<file path="src/rtl/queue_occupancy_counter_if.sv">
// Sensor inputs and occupancy/status outputs of the queue occupancy counter.
// The master modport is the counter itself, which writes pcount; the slave modport is a consumer of pcount.
interface queue_occupancy_counter_if #(
   parameter int n = 3
);
   logic         b_sensor;
   logic         f_sensor;
   logic [n-1:0] pcount;
   logic         full_flag;
   logic         empty_flag;
   logic         entry_evt;
   logic         exit_evt;
   logic         err_flag;

   modport master (
      input  b_sensor, f_sensor,
      output pcount, full_flag, empty_flag, entry_evt, exit_evt, err_flag
   );

   modport slave (
      output b_sensor, f_sensor,
      input  pcount, full_flag, empty_flag, entry_evt, exit_evt, err_flag
   );
endinterface

</file>
<file path="src/rtl/queue_occupancy_counter.sv">
// Synchronizes and debounces the entry/exit photocells, detects pass-throughs and keeps a saturating occupancy count.
// Optional macro QUEUE_ERR_EN builds the sticky dropped-event flag; without it err_flag is tied to 0.
module queue_occupancy_counter #(
   parameter int n         = 3,
   parameter int DB_CYCLES = 4,
   parameter int DB_W      = 8
) (
   input  logic                         clk,
   input  logic                         rst_n,
   queue_occupancy_counter_if.master    bus
);
   localparam logic [n-1:0]    MAXP    = {n{1'b1}};
   localparam logic [n-1:0]    ZERO_P  = {n{1'b0}};
   localparam logic [n-1:0]    ONE_P   = {{(n-1){1'b0}}, 1'b1};
   localparam logic [DB_W-1:0] ZERO_C  = {DB_W{1'b0}};
   localparam logic [DB_W-1:0] ONE_C   = {{(DB_W-1){1'b0}}, 1'b1};
   localparam logic [DB_W-1:0] CNT_TOP = DB_W'(DB_CYCLES - 1);

   // Index 0 is the back (entry) sensor, index 1 the front (exit) sensor.
   logic [1:0]            s1_q, s2_q;
   logic [1:0]            filt_q, filt_d;
   logic [1:0]            filt_p_q;
   logic [1:0][DB_W-1:0]  cnt_q, cnt_d;
   logic [1:0]            fall_s;
   logic [n-1:0]          pcount_q, pcount_d;
   logic                  full_q, full_d;
   logic                  empty_q, empty_d;
   logic                  entry_q, exit_q;

   // Debounce: a filtered level follows s2 only after DB_CYCLES consecutive differing samples.
   always_comb begin
      filt_d = filt_q;
      cnt_d  = cnt_q;
      for (int i = 0; i < 2; i++) begin
         if (s2_q[i] == filt_q[i]) begin
            cnt_d[i] = ZERO_C;
         end else if (cnt_q[i] == CNT_TOP) begin
            filt_d[i] = s2_q[i];
            cnt_d[i]  = ZERO_C;
         end else begin
            cnt_d[i] = cnt_q[i] + ONE_C;
         end
      end
   end

   // A pass-through is the beam being restored, i.e. a falling edge of the filtered level.
   assign fall_s = filt_p_q & ~filt_q;

   // Saturating count update; flags follow the next count so they are registered alongside it.
   always_comb begin
      pcount_d = pcount_q;
      case (fall_s)
         2'b01: begin
            if (!full_q) begin
               pcount_d = pcount_q + ONE_P;
            end else begin
               pcount_d = pcount_q;
            end
         end
         2'b10: begin
            if (!empty_q) begin
               pcount_d = pcount_q - ONE_P;
            end else begin
               pcount_d = pcount_q;
            end
         end
         2'b11: begin
            if (empty_q) begin
               pcount_d = ONE_P;
            end else begin
               pcount_d = pcount_q;
            end
         end
         default: pcount_d = pcount_q;
      endcase
      full_d  = (pcount_d == MAXP);
      empty_d = (pcount_d == ZERO_P);
   end

   // Synchronizers, debounce state, count and event pulses.
   always_ff @(posedge clk) begin
      if (!rst_n) begin
         s1_q     <= 2'b00;
         s2_q     <= 2'b00;
         filt_q   <= 2'b00;
         filt_p_q <= 2'b00;
         cnt_q    <= {(2*DB_W){1'b0}};
         pcount_q <= ZERO_P;
         full_q   <= 1'b0;
         empty_q  <= 1'b1;
         entry_q  <= 1'b0;
         exit_q   <= 1'b0;
      end else begin
         s1_q     <= {bus.f_sensor, bus.b_sensor};
         s2_q     <= s1_q;
         filt_q   <= filt_d;
         filt_p_q <= filt_q;
         cnt_q    <= cnt_d;
         pcount_q <= pcount_d;
         full_q   <= full_d;
         empty_q  <= empty_d;
         entry_q  <= fall_s[0];
         exit_q   <= fall_s[1];
      end
   end

`ifdef QUEUE_ERR_EN
   logic drop_s;
   logic err_q, err_d;

   // Dropped: entry alone while full, or any exit while empty.
   always_comb begin
      drop_s = (fall_s[0] & ~fall_s[1] & full_q) | (fall_s[1] & empty_q);
      err_d  = err_q | drop_s;
   end

   // Sticky error flag, cleared only by reset.
   always_ff @(posedge clk) begin
      if (!rst_n) begin
         err_q <= 1'b0;
      end else begin
         err_q <= err_d;
      end
   end

   assign bus.err_flag = err_q;
`else
   assign bus.err_flag = 1'b0;
`endif

   assign bus.pcount     = pcount_q;
   assign bus.full_flag  = full_q;
   assign bus.empty_flag = empty_q;
   assign bus.entry_evt  = entry_q;
   assign bus.exit_evt   = exit_q;
endmodule

</file>
<file path="src/flat_wrapper.sv">
// flat-port wrapper written by rule: the top's interface ports become plain ports
module queue_occupancy_counter_flat 
#(
   parameter int n         = 3,
   parameter int DB_CYCLES = 4,
   parameter int DB_W      = 8
)
  (clk, rst_n, bus_b_sensor, bus_f_sensor, bus_pcount, bus_full_flag, bus_empty_flag, bus_entry_evt, bus_exit_evt, bus_err_flag);
  queue_occupancy_counter_if #(.n(n)) bus_i ();
  input  logic clk;
  input  logic rst_n;
  input wire logic [$bits(bus_i.b_sensor)-1:0] bus_b_sensor;
  input wire logic [$bits(bus_i.f_sensor)-1:0] bus_f_sensor;
  output wire logic [$bits(bus_i.pcount)-1:0] bus_pcount;
  output wire logic [$bits(bus_i.full_flag)-1:0] bus_full_flag;
  output wire logic [$bits(bus_i.empty_flag)-1:0] bus_empty_flag;
  output wire logic [$bits(bus_i.entry_evt)-1:0] bus_entry_evt;
  output wire logic [$bits(bus_i.exit_evt)-1:0] bus_exit_evt;
  output wire logic [$bits(bus_i.err_flag)-1:0] bus_err_flag;
  assign bus_i.b_sensor = bus_b_sensor;
  assign bus_i.f_sensor = bus_f_sensor;
  assign bus_pcount = bus_i.pcount;
  assign bus_full_flag = bus_i.full_flag;
  assign bus_empty_flag = bus_i.empty_flag;
  assign bus_entry_evt = bus_i.entry_evt;
  assign bus_exit_evt = bus_i.exit_evt;
  assign bus_err_flag = bus_i.err_flag;
  queue_occupancy_counter #(.n(n), .DB_CYCLES(DB_CYCLES), .DB_W(DB_W)) u_core (.clk(clk), .rst_n(rst_n), .bus(bus_i));
endmodule
</file>
<file path="config.mk">
export PLATFORM = sky130hd
export DESIGN_NAME = queue_occupancy_counter_flat
export DESIGN_NICKNAME = d
export VERILOG_FILES = /design/src/rtl/queue_occupancy_counter_if.sv /design/src/rtl/queue_occupancy_counter.sv /design/src/flat_wrapper.sv
export SDC_FILE = /design/constraint.sdc
export NUM_CORES = 1
export LEC_CHECK = 0
export BUFFER_PORTS_ARGS = -buffer_cell sky130_fd_sc_hd__buf_2
export CAP_MARGIN = 20
export CORE_ASPECT_RATIO = 0.7
export CORE_MARGIN = 1
export CORE_UTILIZATION = 51
export DETAILED_ROUTE_END_ITERATION = 10
export PLACE_DENSITY = 0.74
export SETUP_SLACK_MARGIN = 0.2
export SKIP_CTS_REPAIR_TIMING = 1
export SLEW_MARGIN = 20
export SYNTH_ARGS = -nofsm -noshare
export SYNTH_HDL_FRONTEND = slang
export SYNTH_SLANG_ARGS = --single-unit
</file>
<file path="constraint.sdc">
create_clock -name clk -period 1.5 [get_ports clk]
set_input_delay 0.075 -clock clk [delete_from_list [all_inputs] [get_ports clk]]
set_output_delay 0.075 -clock clk [all_outputs]
set_load 0.1 [all_outputs]
</file>
# Word level (Yosys, flattened, before mapping)
# Index checks and enable logic that the tools add are counted.
# word_totals
inputBits,4
ff_bits,31
elab_cells,38
output_inout_bits,8
# classes
eq_ne,8
n_reduce_logical,5
n_bitwise,5
add_sub_neg,4
muxes,4
# op_table
op,count
"8-bit by 1-bit adder with 8-bit output, second input constant",2
"8-bit by 2-bit equality test with 1-bit output, second input constant",2
3-bit 2-to-1 mux,3
3-bit case mux with 3 select lines,1
3-bit OR reduction,2
"2-bit equality test, second input constant",2
2-bit AND reduction,2
"3-bit by 1-bit adder with 3-bit output, second input constant",1
"3-bit equality test, second input constant",1
3-bit logical NOT,1
1-bit inverter,3
"3-bit by 1-bit subtractor with 3-bit output, second input constant",1
2-bit bitwise AND,1
1-bit equality test,2
"2-bit by 1-bit equality test with 1-bit output, second input constant",1
2-bit inverter,1

# Longest topological paths before layout
# depth
depth_word,5
mapped_depth,7
mapped_depth_nobuf,7

# Least setup slack after synthesis
# OpenSTA, ideal clock, no wires.
# synth_path
path_kind,register to register
start,"register u_core.pcount_q[1], in the netlist u_core.bus.pcount[1]"
end,"register u_core.empty_q, in the netlist u_core.bus.empty_flag"
setup_time_ns,0.070
stages_incl_launch_ff,8
slack_ns,-0.891
arrival_time_ns,2.322
synth_period_minus_slack_ns,2.391
required_ns,1.430
n_path_buf,0
cell_sequence,dfxtp_1 -> inv_1 -> ha_1 -> nor2_2 -> a2111oi_4 -> a211oi_2 -> nand2_1 -> a21oi_1
# synth_between
elab_chain_cells,4
elab_cells_between_ends,7
# synth_lines
item,line_no,rtl
from (decl),queue_occupancy_counter.sv:25,"logic [n-1:0] pcount_q, pcount_d;"
from (signal assigned),queue_occupancy_counter.sv:99,pcount_q <= pcount_d;
3-bit by 1-bit subtractor with 3-bit output / 3-bit by 1-bit adder with 3-bit output (equally long branches),"queue_occupancy_counter.sv:62, queue_occupancy_counter.sv:55",
"3-bit 2-to-1 mux, on equally long branches","queue_occupancy_counter.sv:61, queue_occupancy_counter.sv:54",
3-bit case mux with 3 select lines *,queue_occupancy_counter.sv:52,case (fall_s)
3-bit logical NOT *,queue_occupancy_counter.sv:77,empty_d = (pcount_d == ZERO_P);
to (signal assigned),queue_occupancy_counter.sv:101,empty_q <= empty_d;
to (decl),queue_occupancy_counter.sv:27,"logic empty_q, empty_d;"
# Mark *: on every way between the ends. The rest lies on a longest branch, timed or not.
# A chain may end at the register's enable or synchronous reset.

# Worst setup path after layout
# Ends and elaborated chain as after synthesis.

==> impl_metrics.csv <==
group,metric,value,unit
logic_synthesis,yosys.area.top_type,"dfxtp_1",
critical_path,critPathArrivalTime,1.67,ns
cts,cts_sinks,31,
logic_synthesis,synthDistinctLibCells,38,
global_route,grt_max_degree,17,
cts,clk_pin_slew,0.06,ns
run,cap_violations,0,
detailed_routing,wl,2426,microns
detailed_routing,avgViaCountPerCell,5.046,
placement,dp_cells,185,
critical_path,cp.required,1.71,ns
logic_synthesis,ys.flop_type,"dfxtp_1",
detailed_routing,dr_total_vias,989,
final_layout,nets,171,
power,powerDensity,940.0,nW/um^2
detailed_routing,ant_nets,0,
logic_synthesis,syn_nets,149,
sta,fmax,683.8,MHz
logic_synthesis,yosys.cell_count.top_type,"dfxtp_1",
hold_path,min-delay-start,"bus_f_sensor",
placement,post-place-ws,0.01628,ns
final_layout,fin_cells,196,
critical_path,crit_fanout,5,
floorplanning,start_util,54.74,%
global_route,grt_overflow,0,
final_layout,n_antenna_cell,0,
floorplanning,ioPinCount,12,
placement,dp_hpwl,1643,microns
logic_synthesis,synthArstFlopShare,0,%
critical_path,crit_path_start_kind,"flop",
power,p_leak,0.6555,nW
placement,gp_congestion,0.6828,
sta,timing.hold.ws,0.003184,ns
detailed_routing,drc,0,
global_route,grt_usage,18.87,%
sta,rsz0062_at_grt,"yes",
detailed_routing,wl_per_cell,12.38,microns
detailed_routing,drtIter0Drc,22,
cts,htree_num_levels,2,
logic_synthesis,avgSynthCellArea,9.759,sq um
final_layout,design_area,1679,sq um
sta,setup_tns,0,ns
detailed_routing,drt_pass1_iterations,4,
hold_path,hold_path.class,"in2reg",
logic_synthesis,synth.top_cell.area_share,45.42,%
power,vdd_drop_max,0.0007101,V
critical_path,criticalPathCategory,"reg2reg",
logic_synthesis,synth-seq-cells,31,
logic_synthesis,syn-instance-count,140,
global_route,grt_pass1_vias,881,
sta,maxSlewViolCount,0,
logic_synthesis,synth_edf_count,0,
cts,clk-insertion-delay-late,0.28,ns
floorplanning,dieArea,2893,sq um
cts,clockRootBuffer,"clkbuf_8",
run_status,status,"completed",
floorplanning,fp-row-count,15,
logic_synthesis,synth_area,1366,sq um
final_layout,drive_above_1_share,32.72,%
cts,tritoncts,"done",
cts,cts.path.max_buffers,2,
placement,dpl_cell_area,1528,sq um
sta,hold_viol_final,0,
critical_path,rr_startpoint,"u_core.bus.pcount[1]",
floorplanning,die_x,63.87,microns
logic_synthesis,ys_warn_count,0,
global_route,antenna_found_initial,0,
critical_path,end_kind,"flop",
sta,period_needed,1.462,ns
logic_synthesis,synth_common_cells,"31 x dfxtp_1, 21 x nor2_1, 10 x nand3_1, 10 x xor2_1, 7 x and2_1",
placement,io_buffers,10,
final_layout,area_growth,22.89,%
sta,setup_viol,0,
logic_synthesis,ys_seq_area_share,45.42,%
sta,skew,0.006458,ns
sta,setup_slack,0.03768,ns
floorplanning,core-area,2496,sq um
floorplanning,die_h,45.31,microns
cts,cts_buffers,5,
sta,fin_crit_sh,97.49,%
final_layout,n_fill_cell,184,
global_route,grt_pass1_wl,3815,microns
critical_path,crit_start,"u_core.bus.pcount[1]",
logic_synthesis,synthTopCellsByArea,"dfxtp_1 45%, xor2_1 6.4%, nor2_1 5.8%, ha_1 4.6%, nand3_1 3.7%",
report_power, final:
part           internal [mW]  total [mW]  switching [mW]
registers              0.831       0.846          0.0152
logic                 0.0374       0.136          0.0983
clock network          0.318       0.597           0.278
cell usage in the layout (no fill, tap or decap), types with 2 or more instances in the layout:
cell type / synthesis / final
inv_4: 0 / 3
and3_1: 2 / 2
inv_1: 5 / 2
xor2_1: 10 / 10
buf_2: 0 / 10
a21oi_1: 4 / 4
dfxtp_1: 31 / 23
nand2_1: 6 / 5
nand3_1: 10 / 9
nor2_2: 2 / 2
clkbuf_8: 0 / 5
nor2_1: 21 / 20
dfxtp_4: 0 / 5
dfxtp_2: 0 / 3
ha_4: 0 / 2
and2_1: 7 / 7
nor2b_1: 6 / 6
ha_1: 5 / 2
mux2i_1: 2 / 2
xnor2_1: 5 / 4
buf_4: 1 / 8
clkbuf_1: 1 / 2
flip-flops by register name (all words and copies together) (netlist names):
register and count:
u_core.bus.empty_flag 1, u_core.bus.entry_evt 1, u_core.bus.exit_evt 1, u_core.bus.full_flag 1, u_core.bus.pcount 3, u_core.cnt_q 16, u_core.filt_p_q 2, u_core.filt_q 2
u_core.s1_q 2, u_core.s2_q 2
critical path: stages, from the launching register on:
cell and delay, ns:
dfxtp_4 0.39, inv_4 0.06, ha_4 0.27, nor2_2 0.10, a2111oi_2 0.05, a211oi_2 0.32, nand2_1 0.09, a21oi_1 0.12
routing by layer:
layer	track usage, %	share of wire [%]
met5	0	0
met4	14.09	1.7
met3	7.071	3.3
met2	28.94	45
met1	22.05	50
cell families after synthesis:
group | synth area share [%]
AND/OR/NAND/NOR | 25.92
multiplexers | 1.465
other | 0.2745
XOR/XNOR | 9.615
flip-flops | 45.42
buffers and inverters | 3.022
adder cells (fa/ha/maj) | 4.579
AO/OA/AOI/OAI | 9.707
through the flow:
| stage | util [%] | total power [mW] |
|---|---|---|
| 2_1_floorplan | - | 0.9723 |
| 3_3_place_gp | 61.20 | 0.9912 |
| 3_5_place_dp | 61.20 | 0.9948 |
| 4_1_cts | 64.26 | 1.588 |
| 5_1_grt | 67.27 | 1.633 |
| 6_report | 67.27 | 1.578 |
layout make-up:
cell class,count,area (sq um),share of cell area [%]
clock buffers,7,76.32,4.545
repair buffers,18,110.1,6.557
multi-input cells,101,780.7,46.50
well taps,34,42.54,2.534
flip-flops and latches,31,643.1,38.30
inverters,5,26.28,1.565
final timing paths:
kind | end | slack, ns | cells after the start
worst max-delay path | u_core.bus.empty_flag | 0.04 | 7
worst min register to register | u_core.s2_q[1] | 0.44 | 1
worst max register to register | u_core.bus.empty_flag | 0.04 | 7
worst min-delay path | u_core.s1_q[1] | 0.003 | 2
(Power assumes the default switching activity.)
